[src/rtl/victim_cache_slot_decoder.sv]
// ---------------------------------------------------------------------------
// victim_cache_slot_decoder
//
// Turns victim-cache requests into a registered one-hot and binary entry
// select, and tracks which entries are allocated.
//   HIT   : select i_req_index, bitmap unchanged
//   ALLOC : select the lowest free entry and mark it valid; if every entry is
//           valid, select the round-robin pointer entry and advance the pointer
//   INVAL : select i_req_index and clear its valid bit
//   op 11 : accepted, empty select, no state change
//
// Ports
//   clk, rst_n      clock, asynchronous active-low reset
//   i_flush         synchronous clear of bitmap, pointer and pending result
//   i_req_valid     request handshake (o_req_ready is the ready side)
//   i_req_op        request type
//   i_req_index     entry index for HIT / INVAL
//   o_sel_valid     result handshake (i_sel_ready is the ready side)
//   o_sel_onehot    one-hot entry select
//   o_sel_index     binary entry select
//   o_sel_op        echo of the accepted op
//   o_valid_map     current entry-valid bitmap
// ---------------------------------------------------------------------------
module victim_cache_slot_decoder #(
    parameter int N_ENTRIES = 16,
    parameter int IDX_W     = $clog2(N_ENTRIES)
) (
    input  logic                 clk,
    input  logic                 rst_n,
    input  logic                 i_flush,
    input  logic                 i_req_valid,
    output logic                 o_req_ready,
    input  logic [1:0]           i_req_op,
    input  logic [IDX_W-1:0]     i_req_index,
    output logic                 o_sel_valid,
    input  logic                 i_sel_ready,
    output logic [N_ENTRIES-1:0] o_sel_onehot,
    output logic [IDX_W-1:0]     o_sel_index,
    output logic [1:0]           o_sel_op,
    output logic [N_ENTRIES-1:0] o_valid_map
);

    localparam logic [1:0] OP_HIT   = 2'b00;
    localparam logic [1:0] OP_ALLOC = 2'b01;
    localparam logic [1:0] OP_INVAL = 2'b10;

    // Binary index to one-hot entry mask.
    function automatic logic [N_ENTRIES-1:0] idx_to_onehot(input logic [IDX_W-1:0] idx);
        idx_to_onehot = {{(N_ENTRIES-1){1'b0}}, 1'b1} << idx;
    endfunction

    logic [N_ENTRIES-1:0] bitmap_r;
    logic [IDX_W-1:0]     ptr_r;
    logic                 sel_valid_r;
    logic [N_ENTRIES-1:0] sel_onehot_r;
    logic [IDX_W-1:0]     sel_index_r;
    logic [1:0]           sel_op_r;

    logic [N_ENTRIES-1:0] bitmap_nx_s;
    logic [IDX_W-1:0]     ptr_nx_s;
    logic                 sel_valid_nx_s;
    logic [N_ENTRIES-1:0] sel_onehot_nx_s;
    logic [IDX_W-1:0]     sel_index_nx_s;
    logic [1:0]           sel_op_nx_s;

    logic                 req_ready_s;
    logic                 accept_s;
    logic                 full_s;
    logic [IDX_W-1:0]     free_idx_s;

    assign req_ready_s  = !i_flush && (!sel_valid_r || i_sel_ready);
    assign accept_s     = i_req_valid && req_ready_s;
    assign full_s       = &bitmap_r;

    assign o_req_ready  = req_ready_s;
    assign o_sel_valid  = sel_valid_r;
    assign o_sel_onehot = sel_onehot_r;
    assign o_sel_index  = sel_index_r;
    assign o_sel_op     = sel_op_r;
    assign o_valid_map  = bitmap_r;

    // Lowest-numbered clear bitmap bit; scanning downward lets the lowest win.
    always_comb begin
        free_idx_s = {IDX_W{1'b0}};
        for (int i = N_ENTRIES - 1; i >= 0; i--) begin
            if (!bitmap_r[i]) begin
                free_idx_s = IDX_W'(i);
            end else begin
                free_idx_s = free_idx_s;
            end
        end
    end

    // Next-state for the allocation state and the single result register.
    always_comb begin
        bitmap_nx_s     = bitmap_r;
        ptr_nx_s        = ptr_r;
        sel_valid_nx_s  = sel_valid_r;
        sel_onehot_nx_s = sel_onehot_r;
        sel_index_nx_s  = sel_index_r;
        sel_op_nx_s     = sel_op_r;
        if (i_flush) begin
            // Flush wins over any pending result and blocks acceptance.
            bitmap_nx_s     = {N_ENTRIES{1'b0}};
            ptr_nx_s        = {IDX_W{1'b0}};
            sel_valid_nx_s  = 1'b0;
            sel_onehot_nx_s = {N_ENTRIES{1'b0}};
            sel_index_nx_s  = {IDX_W{1'b0}};
            sel_op_nx_s     = 2'b00;
        end else if (accept_s) begin
            sel_valid_nx_s = 1'b1;
            sel_op_nx_s    = i_req_op;
            case (i_req_op)
                OP_HIT: begin
                    sel_index_nx_s  = i_req_index;
                    sel_onehot_nx_s = idx_to_onehot(i_req_index);
                end
                OP_ALLOC: begin
                    if (!full_s) begin
                        // Free slot available: pointer only moves on replacement.
                        sel_index_nx_s  = free_idx_s;
                        sel_onehot_nx_s = idx_to_onehot(free_idx_s);
                        bitmap_nx_s     = bitmap_r | idx_to_onehot(free_idx_s);
                    end else begin
                        // N_ENTRIES is a power of two, so the increment wraps naturally.
                        sel_index_nx_s  = ptr_r;
                        sel_onehot_nx_s = idx_to_onehot(ptr_r);
                        ptr_nx_s        = ptr_r + IDX_W'(1);
                    end
                end
                OP_INVAL: begin
                    sel_index_nx_s  = i_req_index;
                    sel_onehot_nx_s = idx_to_onehot(i_req_index);
                    bitmap_nx_s     = bitmap_r & ~idx_to_onehot(i_req_index);
                end
                default: begin
                    sel_index_nx_s  = {IDX_W{1'b0}};
                    sel_onehot_nx_s = {N_ENTRIES{1'b0}};
                end
            endcase
        end else if (sel_valid_r && i_sel_ready) begin
            // Result consumed with nothing new behind it.
            sel_valid_nx_s = 1'b0;
        end else begin
            sel_valid_nx_s = sel_valid_r;
        end
    end

    // State registers with asynchronous clear.
    always_ff @(posedge clk or negedge rst_n) begin
        if (!rst_n) begin
            bitmap_r     <= {N_ENTRIES{1'b0}};
            ptr_r        <= {IDX_W{1'b0}};
            sel_valid_r  <= 1'b0;
            sel_onehot_r <= {N_ENTRIES{1'b0}};
            sel_index_r  <= {IDX_W{1'b0}};
            sel_op_r     <= 2'b00;
        end else begin
            bitmap_r     <= bitmap_nx_s;
            ptr_r        <= ptr_nx_s;
            sel_valid_r  <= sel_valid_nx_s;
            sel_onehot_r <= sel_onehot_nx_s;
            sel_index_r  <= sel_index_nx_s;
            sel_op_r     <= sel_op_nx_s;
        end
    end

endmodule

[config.mk]
export PLATFORM = sky130hd
export DESIGN_NAME = victim_cache_slot_decoder
export DESIGN_NICKNAME = d
export VERILOG_FILES = /design/src/rtl/victim_cache_slot_decoder.sv
export SDC_FILE = /design/constraint.sdc
export NUM_CORES = 1
export LEC_CHECK = 0
export BUFFER_PORTS_ARGS = -buffer_cell sky130_fd_sc_hd__buf_4
export CAP_MARGIN = 40
export CELL_PAD_IN_SITES_DETAIL_PLACEMENT = 0
export CELL_PAD_IN_SITES_GLOBAL_PLACEMENT = 1
export CORE_MARGIN = 3
export CORE_UTILIZATION = 42
export CTS_CLUSTER_DIAMETER = 120
export CTS_CLUSTER_SIZE = 25
export DETAILED_ROUTE_END_ITERATION = 6
export PLACE_DENSITY = 0.88
export SLEW_MARGIN = 10
export SYNTH_ARGS = -nofsm -noshare
export SYNTH_HDL_FRONTEND = slang
export SYNTH_SLANG_ARGS = --single-unit
export TNS_END_PERCENT = 5
[constraint.sdc]
create_clock -name clk -period 2.6 [get_ports clk]
set_clock_uncertainty 0.15 [all_clocks]
set_input_delay 0.52 -clock clk [delete_from_list [all_inputs] [get_ports clk]]
set_output_delay 0.52 -clock clk [all_outputs]
set_load 0.02 [all_outputs]
**After elaboration in Yosys (flattened, before gate mapping)**

Cells that the tools add are included.

- Logic and storage cells: 69
- Bits of input ports: 11
- Register bits: 43
- Output and inout bits: 40

- Equal/unequal tests: 3
- Reductions and logical operators: 16
- Add/sub/neg operators: 1
- Shift operators: 3
- Muxes and demuxes: 37
- Bitwise logic cells: 3

Operators by type and width:

| operator | count |
|---|---|
| 16-bit 2-to-1 mux | 6 |
| 4-bit 2-to-1 mux | 23 |
| 16-bit case mux with 2 select lines | 2 |
| 1-bit by 4-bit left shift with 16-bit output, first input constant | 3 |
| 16-bit AND | 1 |
| 16-bit inverter | 1 |
| 16-bit OR | 1 |
| 16-bit AND reduction | 1 |
| 4-bit case mux with 2 select lines | 1 |
| 3-bit AND reduction | 2 |
| 2-bit nonzero test | 3 |
| 3-bit nonzero test | 2 |
| 4-bit by 1-bit adder with 4-bit output, second input constant | 1 |
| 2-bit 2-to-1 mux | 2 |
| 1-bit logical AND | 3 |
| 1-bit 2-to-1 mux | 3 |
| 3-bit inequality test, second input constant | 1 |
| 2-bit by 1-bit equality test with 1-bit output, second input constant | 1 |
| 2-bit equality test, second input constant | 1 |
| 1-bit logical NOT | 2 |
| 2-bit logical NOT | 1 |
| 2-bit OR reduction | 1 |
| 1-bit logical OR | 1 |

**Depth between registers and ports, before layout**

Gate-level depths: netlist of the first run.

- Word-level depth: 22
- Depth in mapped cells: 6

**Least setup slack after synthesis of the first run**

Ideal clock, no wire load.

- Kind: reg-to-reg
- From: register bitmap_r[0] (netlist: o_valid_map[0])
- To: register sel_index_r[2] (netlist: o_sel_index[2])
- Clock period less this slack: 2137 ps
- Required time: 2314 ps
- Arrival time: 1852 ps
- Setup slack: 463 ps
- Library setup time: 136 ps
- Cell stages (with the launch flop): 7
- Path through: dfrtp_1 nand4_4 or2_1 buf_6 or3_4 a311oi_2 o32ai_1

- Word-level cells in the longest chain between the ends: 5
- Elaborated cells on any way between the ends: 6

RTL lines:

| what | line | source |
|---|---|---|
| start, declared | 52 | `logic [N_ENTRIES-1:0] bitmap_r;` |
| start signal, assigned | 152 | `bitmap_r <= {N_ENTRIES{1'b0}};` |
| start signal, assigned | 159 | `bitmap_r <= bitmap_nx_s;` |
| 16-bit AND reduction / 4-bit 2-to-1 mux (equally long branches) | 73, 86 |  |
| 4-bit 2-to-1 mux (*) | 119 | `if (!full_s) begin` |
| 4-bit case mux with 2 select lines (*) | 113 | `case (i_req_op)` |
| 4-bit 2-to-1 mux (*) | 110 | `end else if (accept_s) begin` |
| 4-bit 2-to-1 mux (*) | 102 | `if (i_flush) begin` |
| end signal, assigned | 156 | `sel_index_r <= {IDX_W{1'b0}};` |
| end signal, assigned | 163 | `sel_index_r <= sel_index_nx_s;` |
| end, declared | 56 | `logic [IDX_W-1:0] sel_index_r;` |

Every way passes the cells marked *; elsewhere a longest branch is shown, timed or not. The select of a mux whose other input is x is not followed.
A chain may end at the register's enable or synchronous reset.

**Worst setup path in the final report of the first run**

- From: register bitmap_r[0] (netlist: o_valid_map[0])
- To: register sel_onehot_r[7] (netlist: o_sel_onehot[7])

- Word-level cells in the longest chain between the ends: 6
- Elaborated cells on any way between the ends: 7

RTL lines:

| what | line | source |
|---|---|---|
| 4-bit 2-to-1 mux | 86 | `if (!bitmap_r[i]) begin` |
| 1-bit by 4-bit left shift with 16-bit output | 49 | `idx_to_onehot = {{(N_ENTRIES-1){1'b0}}, 1'b1} << idx;` |
| 16-bit 2-to-1 mux (*) | 119 |  |
| 16-bit case mux with 2 select lines (*) | 113 |  |
| 16-bit 2-to-1 mux (*) | 110 |  |
| 16-bit 2-to-1 mux (*) | 102 |  |
| end signal, assigned | 155 | `sel_onehot_r <= {N_ENTRIES{1'b0}};` |
| end signal, assigned | 162 | `sel_onehot_r <= sel_onehot_nx_s;` |
| end, declared | 55 | `logic [N_ENTRIES-1:0] sel_onehot_r;` |

Marks and branches as above.

==> reports/results.tsv, run 1 <==
metric	value	unit
Synth Warn #	0	
Layout area overhead	21.10	%
status	finished clean	
Post-Syn Area	0.002840	mm2
worst-margin pin slew	841.8	ps
Post-Route Hold Slack	58.42	ps
CTS Sinks	43	
R2R Path End	o_sel_onehot[7]	
Multi-input gate area	0.001632	mm2
asr flop ratio synth	100.0	%
I/O Pins	51	
clk buf depth	2	
Gate Count Post-Synth	339	
count leader, synth	nand2_1	
placement-stage cell area	0.003337	mm2
register area	0.001076	mm2
EDFF count, synth	0	
Die Width	88.24	um
initial antenna violation count	0	
RSZ-0062 raised after global routing	no	
Fin Setup TNS	0	ps
fill cell count	615	
CP Data Arrival Time	2350	ps
Detailed Place HPWL	6.871	mm
Port Buffers	50	
drt first pass iters	7	
fmax	0.4267	GHz
RR Startpoint	o_valid_map[0]	
residual DRC count	0	
endpoints failing setup	0	
crit path kind	register to register	
vias in the first global route	2757	
row cnt	29	
Final min period	2344	ps
post-synth top area share	37.89	%
Root Driver	clkbuf_8	
Max Cap Viol	0	
post-cts repair resize count	0	
Slew Viols, Final	0	
R2R setup slack	260	ps
biggest area consumer among synthesized cells	dfrtp_1	
R2R depth	5	
Final Hold Viols	0	
share of cells above drive strength 1	21.23	%
Final Net Count	408	
pwr dens	421.5	mW/mm2
synth top area cells	dfrtp_1, o21ai_0, nand2_1	
Peak VDD IR	0.2632	mV
crit share post-route	90.14	%
Startpoint Class	register	
CTS clk-pin slew, worst paths	90	ps
crit-path max FO	9	
synth cell count leaders	nand2_1, dfrtp_1, o21ai_0	
post-synthesis sequential area ratio	37.89	%
n_diodes	0	
Pleak	1.468	nW
post-synthesis register bit count	43	
CTS Buf Count	5	
Avg WL per Cell	20.27	um
Global Route Usage Sum	25.67	%
Remaining Overflow, GRT	0	
Post-CTS Setup Bufs	0	
H-tree depth	2	
first-pass GRT wire length	15.29	mm
Hold WC Path Type	input port to async pin	
CTS tree	built	
Die Ht	88.24	um
antenna-violating nets left	0	
Core Region	0.006459	mm2
Vias	2965	
Iter 0 DRT Violations	505	
Synth cell types	63	
Finished Cell Area	0.003440	mm2
Synth Area per Inst	8.378	um2
Vias/cell	6.335	
final RePlAce weighted congestion	0.9353	
Die ar.	0.007785	mm2
Worst EP required	2610	ps
Rel. slew slack	43.45	%
starting density of the core	43.98	%
routed wire length	9.486	mm
largest net degree at the start of global routing	44	
Most used DFF post-synth	dfrtp_1	
CP endpoint kind	register	
Skew-Pair Late Insertion Delay	300	ps
syn_nets	356	
hold_buf cts	0	
layer usage:
layer  vias to the layer above  GRT usage, %  wire [um]
met4                         0         9.066        208
met5                         -             0          0
met1                      1418         38.02       4233
li1                       1380             -          -
met3                        18         4.376        711
met2                       149         37.66       4333
placed cells by master, fill, tap and decap left out, drive strengths merged, types with 4 or more instances in the layout:
master / netlist / final
a21o: 4 / 4
o31ai: 12 / 12
o22ai: 4 / 4
and3: 7 / 7
ha: 6 / 6
nand4: 10 / 10
nor2: 19 / 19
inv: 14 / 14
a31oi: 6 / 6
nand3: 11 / 11
nand2b: 5 / 5
a311oi: 4 / 4
nor2b: 8 / 8
a221oi: 4 / 4
and2: 6 / 6
a211oi: 4 / 4
a22oi: 4 / 4
o21ai: 36 / 36
dfrtp: 43 / 43
a21oi: 23 / 23
buf: 5 / 64
nor3: 5 / 5
clkbuf: 14 / 6
nand2: 44 / 44
stage by stage:
stage / util (%) / setup slack [ps] / total power [mW] / std cells
6_report: 53.25 / 256.2 / 1.450 / 468
5_1_grt: 53.25 / 14.59 / 1.500 / 468
3_5_place_dp: 51.67 / 316.0 / 0.9352 / 461
3_3_place_gp: 51.67 / 328.0 / 0.9349 / 461
2_1_floorplan: - / 462.8 / 0.8300 / 339
4_1_cts: 53.25 / 307.6 / 1.449 / 468
where the power goes:
group          switching, mW  internal (mW)
clock network          0.242          0.282
logic                  0.150         0.0790
registers             0.0136          0.683
flip-flops by register name, summed over array words and instances (netlist names):
| signal | count |
|---|---|
| o_sel_index | 4 |
| o_sel_onehot | 16 |
| o_sel_op | 2 |
| o_sel_valid | 1 |
| o_valid_map | 16 |
| ptr_r | 4 |
worst max-delay path by stage:
stage | cells past startpoint | endpoint | start | slack [ps]
CTS | 5 | o_sel_index[2] | o_valid_map[7] | 310
detailed placement | 5 | o_sel_index[2] | o_valid_map[7] | 320
global route | 5 | o_sel_onehot[7] | o_valid_map[0] | 10
floorplan | 6 | o_sel_index[2] | o_valid_map[0] | 460
finish | 5 | o_sel_onehot[7] | o_valid_map[0] | 260
global placement | 5 | o_sel_index[2] | o_valid_map[0] | 330
worst max-delay path, cell delays in order (launching register included):
cell,delay (ps)
dfrtp_1,560
nand2_1,190
a311oi_1,410
a21o_2,300
o211ai_1,160
o311ai_0,440
area by class of cell:
type | instances | share of cell area [%]
Clock buffer | 6 | 2.110
Tap cell | 77 | 2.801
Clock inverter | 1 | 0.8730
Timing Repair Buffer | 64 | 13.97
Sequential cell | 43 | 31.28
Multi-Input combinational cell | 263 | 47.44
Inverter | 14 | 1.528
kinds of logic after synthesis:
family	Yosys count	share of synthesized area, %
AND/OR/NAND/NOR	130	25.20
flip-flops	43	37.89
adder cells (fa/ha/maj)	6	2.643
XOR/XNOR	2	0.6169
AO/OA/AOI/OAI	125	28.99
buffers and inverters	33	4.669
Power figures use the tool's default switching activity.
==> run 2: changes to the inputs <==
- CORE_MARGIN: 3 -> 1.5
==> reports/results.tsv, run 2 (synthesis results as in run 1) <==
metric	value	unit
status	finished, violations left	
failing checks	design-rule violations	
register area	0.001076	mm2
worst-margin pin slew	876.5	ps
Final min period	2289	ps
row cnt	29	
Final Util	53.33	%
CTS tree	built	
Rel. slew slack	41.12	%
CTS Sinks	43	
CTS Buf Count	5	
final RePlAce weighted congestion	0.9213	
Port Buffers	50	
I/O Pins	51	
largest net degree at the start of global routing	44	
crit-path max FO	8	
pwr dens	408.1	mW/mm2
first-pass GRT wire length	15.01	mm
Core Region	0.006459	mm2
residual DRC count	5	
Layout area overhead	21.28	%
Skew-Pair Late Insertion Delay	300	ps
Die ar.	0.007265	mm2
CP endpoint kind	register	
routed wire length	9.474	mm
pre-CTS WS	222.6	ps
Multi-input gate area	0.001632	mm2
clk buf depth	2	
Final Net Count	409	
Post-CTS Setup Bufs	0	
crit path kind	register to register	
n_diodes	0	
Detailed Place HPWL	6.949	mm
vias in the first global route	2802	
initial antenna violation count	0	
Global Route Usage Sum	26.74	%
H-tree depth	2	
Max Cap Viol	0	
most frequent cells in the layout	buf_4, nand2_1, dfrtp_1	
drt first pass iters	7	
Die Ht	85.24	um
Finished Cell Area	0.003445	mm2
Die Width	85.24	um
Startpoint Class	register	
placement-stage cell area	0.003344	mm2
Fin Setup TNS	0	ps
CP Data Arrival Time	2350	ps
fill cell count	644	
Vias/cell	6.304	
post-route insts no fill	470	
Worst EP required	2660	ps
fmax	0.4368	GHz
Slew Viols, Final	0	
Pleak	1.474	nW
antenna-violating nets left	0	
Post-Route Hold Slack	62.60	ps
most common cell after layout, fill and taps aside	buf_4	
Hold WC Path Type	input port to async pin	
starting density of the core	43.98	%
endpoints failing setup	0	
CTS clk-pin slew, worst paths	80	ps
final worst setup slack	310.8	ps
Avg WL per Cell	20.16	um
crit share post-route	88.05	%
Iter 0 DRT Violations	392	
Power, Total	1.406	mW
Peak VDD IR	0.2110	mV
RSZ-0062 raised after global routing	no	
Vias	2963	
post-cts repair resize count	0	
Final Hold Viols	0	
hold_buf cts	0	
share of cells above drive strength 1	21.63	%
Remaining Overflow, GRT	0	
DP Cell Count	462	
Root Driver	clkbuf_8	
-- run 2: report_power, final --
group | switching, mW | internal [mW]
Combinational | 0.148 | 0.0771
Clock | 0.241 | 0.243
Sequential | 0.0133 | 0.683
Total | 0.403 | 1.00
-- run 2: layer usage --
layer  GRT usage [%]  part of all wire [%]
met5               0                     0
met4           6.855                   1.3
met3           4.183                   7.7
met2           40.91                    46
met1           39.48                    45
-- run 2: critical path: stages, from the launching register on --
cell	delay, ps
dfrtp_1	500
nand4_1	270
or4_2	710
nor3_1	340
o21ai_0	140
o31ai_1	90
-- run 2: cell type report --
class	count	share of cell area [%]
clock buffers	8	2.906
inverters	14	1.526
multi-input cells	263	47.37
flip-flops and latches	43	31.24
well taps	77	2.797
repair buffers	65	14.17
-- run 2: path summary, 6_finish.rpt --
kind                                 from               end  slack [ps]  cells after the start
max                        o_valid_map[8]  o_sel_onehot[12]         310                      5
min in group clk              i_req_op[1]       o_sel_op[1]         320                      3
min                                 rst_n    o_valid_map[5]          60                      1
min reg2reg                   o_sel_op[1]       o_sel_op[1]         380                      2
max in group asynchronous           rst_n   o_sel_onehot[6]        1860                      1
max reg2reg                o_valid_map[8]  o_sel_onehot[12]         310                      5
==> run 3: changes to the inputs <==
- CORE_UTILIZATION: 42 -> 45
- CTS_CLUSTER_DIAMETER: 120 -> 80
- PLACE_DENSITY: 0.88 -> 0.92
- clock period: 2.6 -> 2.9 ns (I/O delays scaled with it)
==> reports/results.tsv, run 3 (synthesis results as in run 1) <==
metric	value	unit
CTS tree	built	
Die Width	82.45	um
largest net degree at the start of global routing	44	
status	finished clean	
Detailed Place HPWL	6.736	mm
Hold WC Path Type	input port to async pin	
most common cell after layout, fill and taps aside	buf_4	
row cnt	28	
drt first pass iters	5	
CP Buf/Inv Count	0	
pwr dens	362.9	mW/mm2
first-pass GRT wire length	14.57	mm
H-tree depth	2	
Worst EP required	2910	ps
n_diodes	0	
RR Startpoint	o_valid_map[0]	
R2R Path End	o_sel_onehot[7]	
Peak VDD IR	0.1962	mV
starting density of the core	47.41	%
endpoints failing setup	0	
Post-CTS Setup Bufs	0	
antenna-violating nets left	0	
Die ar.	0.006797	mm2
Cell Chain, Critical Path	nand2_1, a311oi_1, a21o_2, o211ai_1, o311ai_0	
post-cts repair resize count	0	
most frequent cells in the layout	buf_4, nand2_1, dfrtp_1	
Global Route Usage Sum	29.19	%
Core Region	0.005991	mm2
Layout area overhead	19.43	%
crit share post-route	85.06	%
Fin Setup TNS	0	ps
I/O Pins	51	
clk buf depth	2	
Pleak	1.443	nW
Max Cap Viol	0	
fmax	0.4054	GHz
slowest stage delay, CP	550	ps
Post-Route Hold Slack	110.5	ps
crit path kind	register to register	
Skew-Pair Late Insertion Delay	300	ps
Slowest-stage cell, CP	dfrtp_1	
hold_buf cts	0	
Final min period	2467	ps
RSZ-0062 raised after global routing	no	
final RePlAce weighted congestion	0.9821	
worst-margin pin slew	656.4	ps
Slew Viols, Final	0	
routed wire length	9.312	mm
CP endpoint kind	register	
crit-path max FO	9	
initial antenna violation count	0	
Rel. slew slack	55.84	%
Vias/cell	6.442	
Final Net Count	404	
CTS clk-pin slew, worst paths	80	ps
R2R depth	5	
Iter 0 DRT Violations	342	
Remaining Overflow, GRT	0	
Root Driver	clkbuf_8	
CP Data Arrival Time	2480	ps
Startpoint Class	register	
CP delay by family, top	compound AO/OA/AOI/OAI gates	
Final Hold Viols	0	
Die Ht	82.45	um
CTS Buf Count	5	
Avg WL per Cell	20.16	um
CTS Sinks	43	
vias in the first global route	2639	
R2R setup slack	430	ps
Port Buffers	50	
Vias	2976	
residual DRC count	0	
share of cells above drive strength 1	20.67	%
[run 3: cell count changes in the layout (fill, tap and decap cells not counted)]
cell / previous run / this run
clkbuf_8: 7 / 6
clkinv_2: 0 / 1
buf_4: 65 / 60
clkbuf_1: 1 / 0
[run 3: worst reg2reg max path, cell delays in order (launching register included)]
cell and delay (ps):
dfrtp_1 550, nand2_1 190, a311oi_1 390, a21o_2 290, o211ai_1 290, o311ai_0 470
[run 3: worst max-delay path by stage]
stage	from	to	slack (ps)	depth (start not counted)
2_1_floorplan	o_valid_map[0]	o_sel_index[2]	760	6
3_3_place_gp	i_req_op[1]	o_valid_map[2]	520	5
3_5_place_dp	i_req_op[1]	o_valid_map[2]	440	5
4_1_cts	o_valid_map[0]	o_sel_onehot[7]	510	5
5_1_grt	o_valid_map[15]	o_sel_onehot[7]	300	5
6_report	o_valid_map[0]	o_sel_onehot[7]	430	5
[run 3: layout make-up]
type | instances | area, um2
multi-input cells | 263 | 1632
well taps | 75 | 93.84
clock buffers | 6 | 82.58
fillers | 574 | 2599
repair buffers | 60 | 450.4
clock inverters | 1 | 5.005
flip-flops and latches | 43 | 1076
inverters | 14 | 52.55
[run 3: through the flow]
step | util [%] | power (mW) | std cells | area [um2] | worst slack, ps
floorplan | - | 0.7442 | 339 | 2840 | 762.8
global placement | 55.16 | 0.8346 | 455 | 3304 | 521.1
detailed placement | 55.16 | 0.8356 | 455 | 3304 | 436.7
CTS | 56.62 | 1.232 | 462 | 3392 | 509.0
global route | 56.62 | 1.278 | 462 | 3392 | 303.2
finish | 56.62 | 1.231 | 462 | 3392 | 433.4
[run 3: metal layers]
| metal | up-vias | global-route usage (%) | share of wire (%) |
|---|---|---|---|
| li1 | 1361 | - | - |
| met2 | 164 | 40.33 | 44 |
| met3 | 28 | 5.714 | 7.6 |
| met4 | 0 | 13.73 | 3.3 |
| met5 | - | 0 | 0 |
| met1 | 1423 | 43.08 | 45 |
[run 3: power by group]
part	switching, mW	internal (mW)	leakage, nW
registers	0.0122	0.612	0.592
clock network	0.216	0.187	0.0470
logic	0.133	0.0695	0.804
total	0.362	0.869	1.44
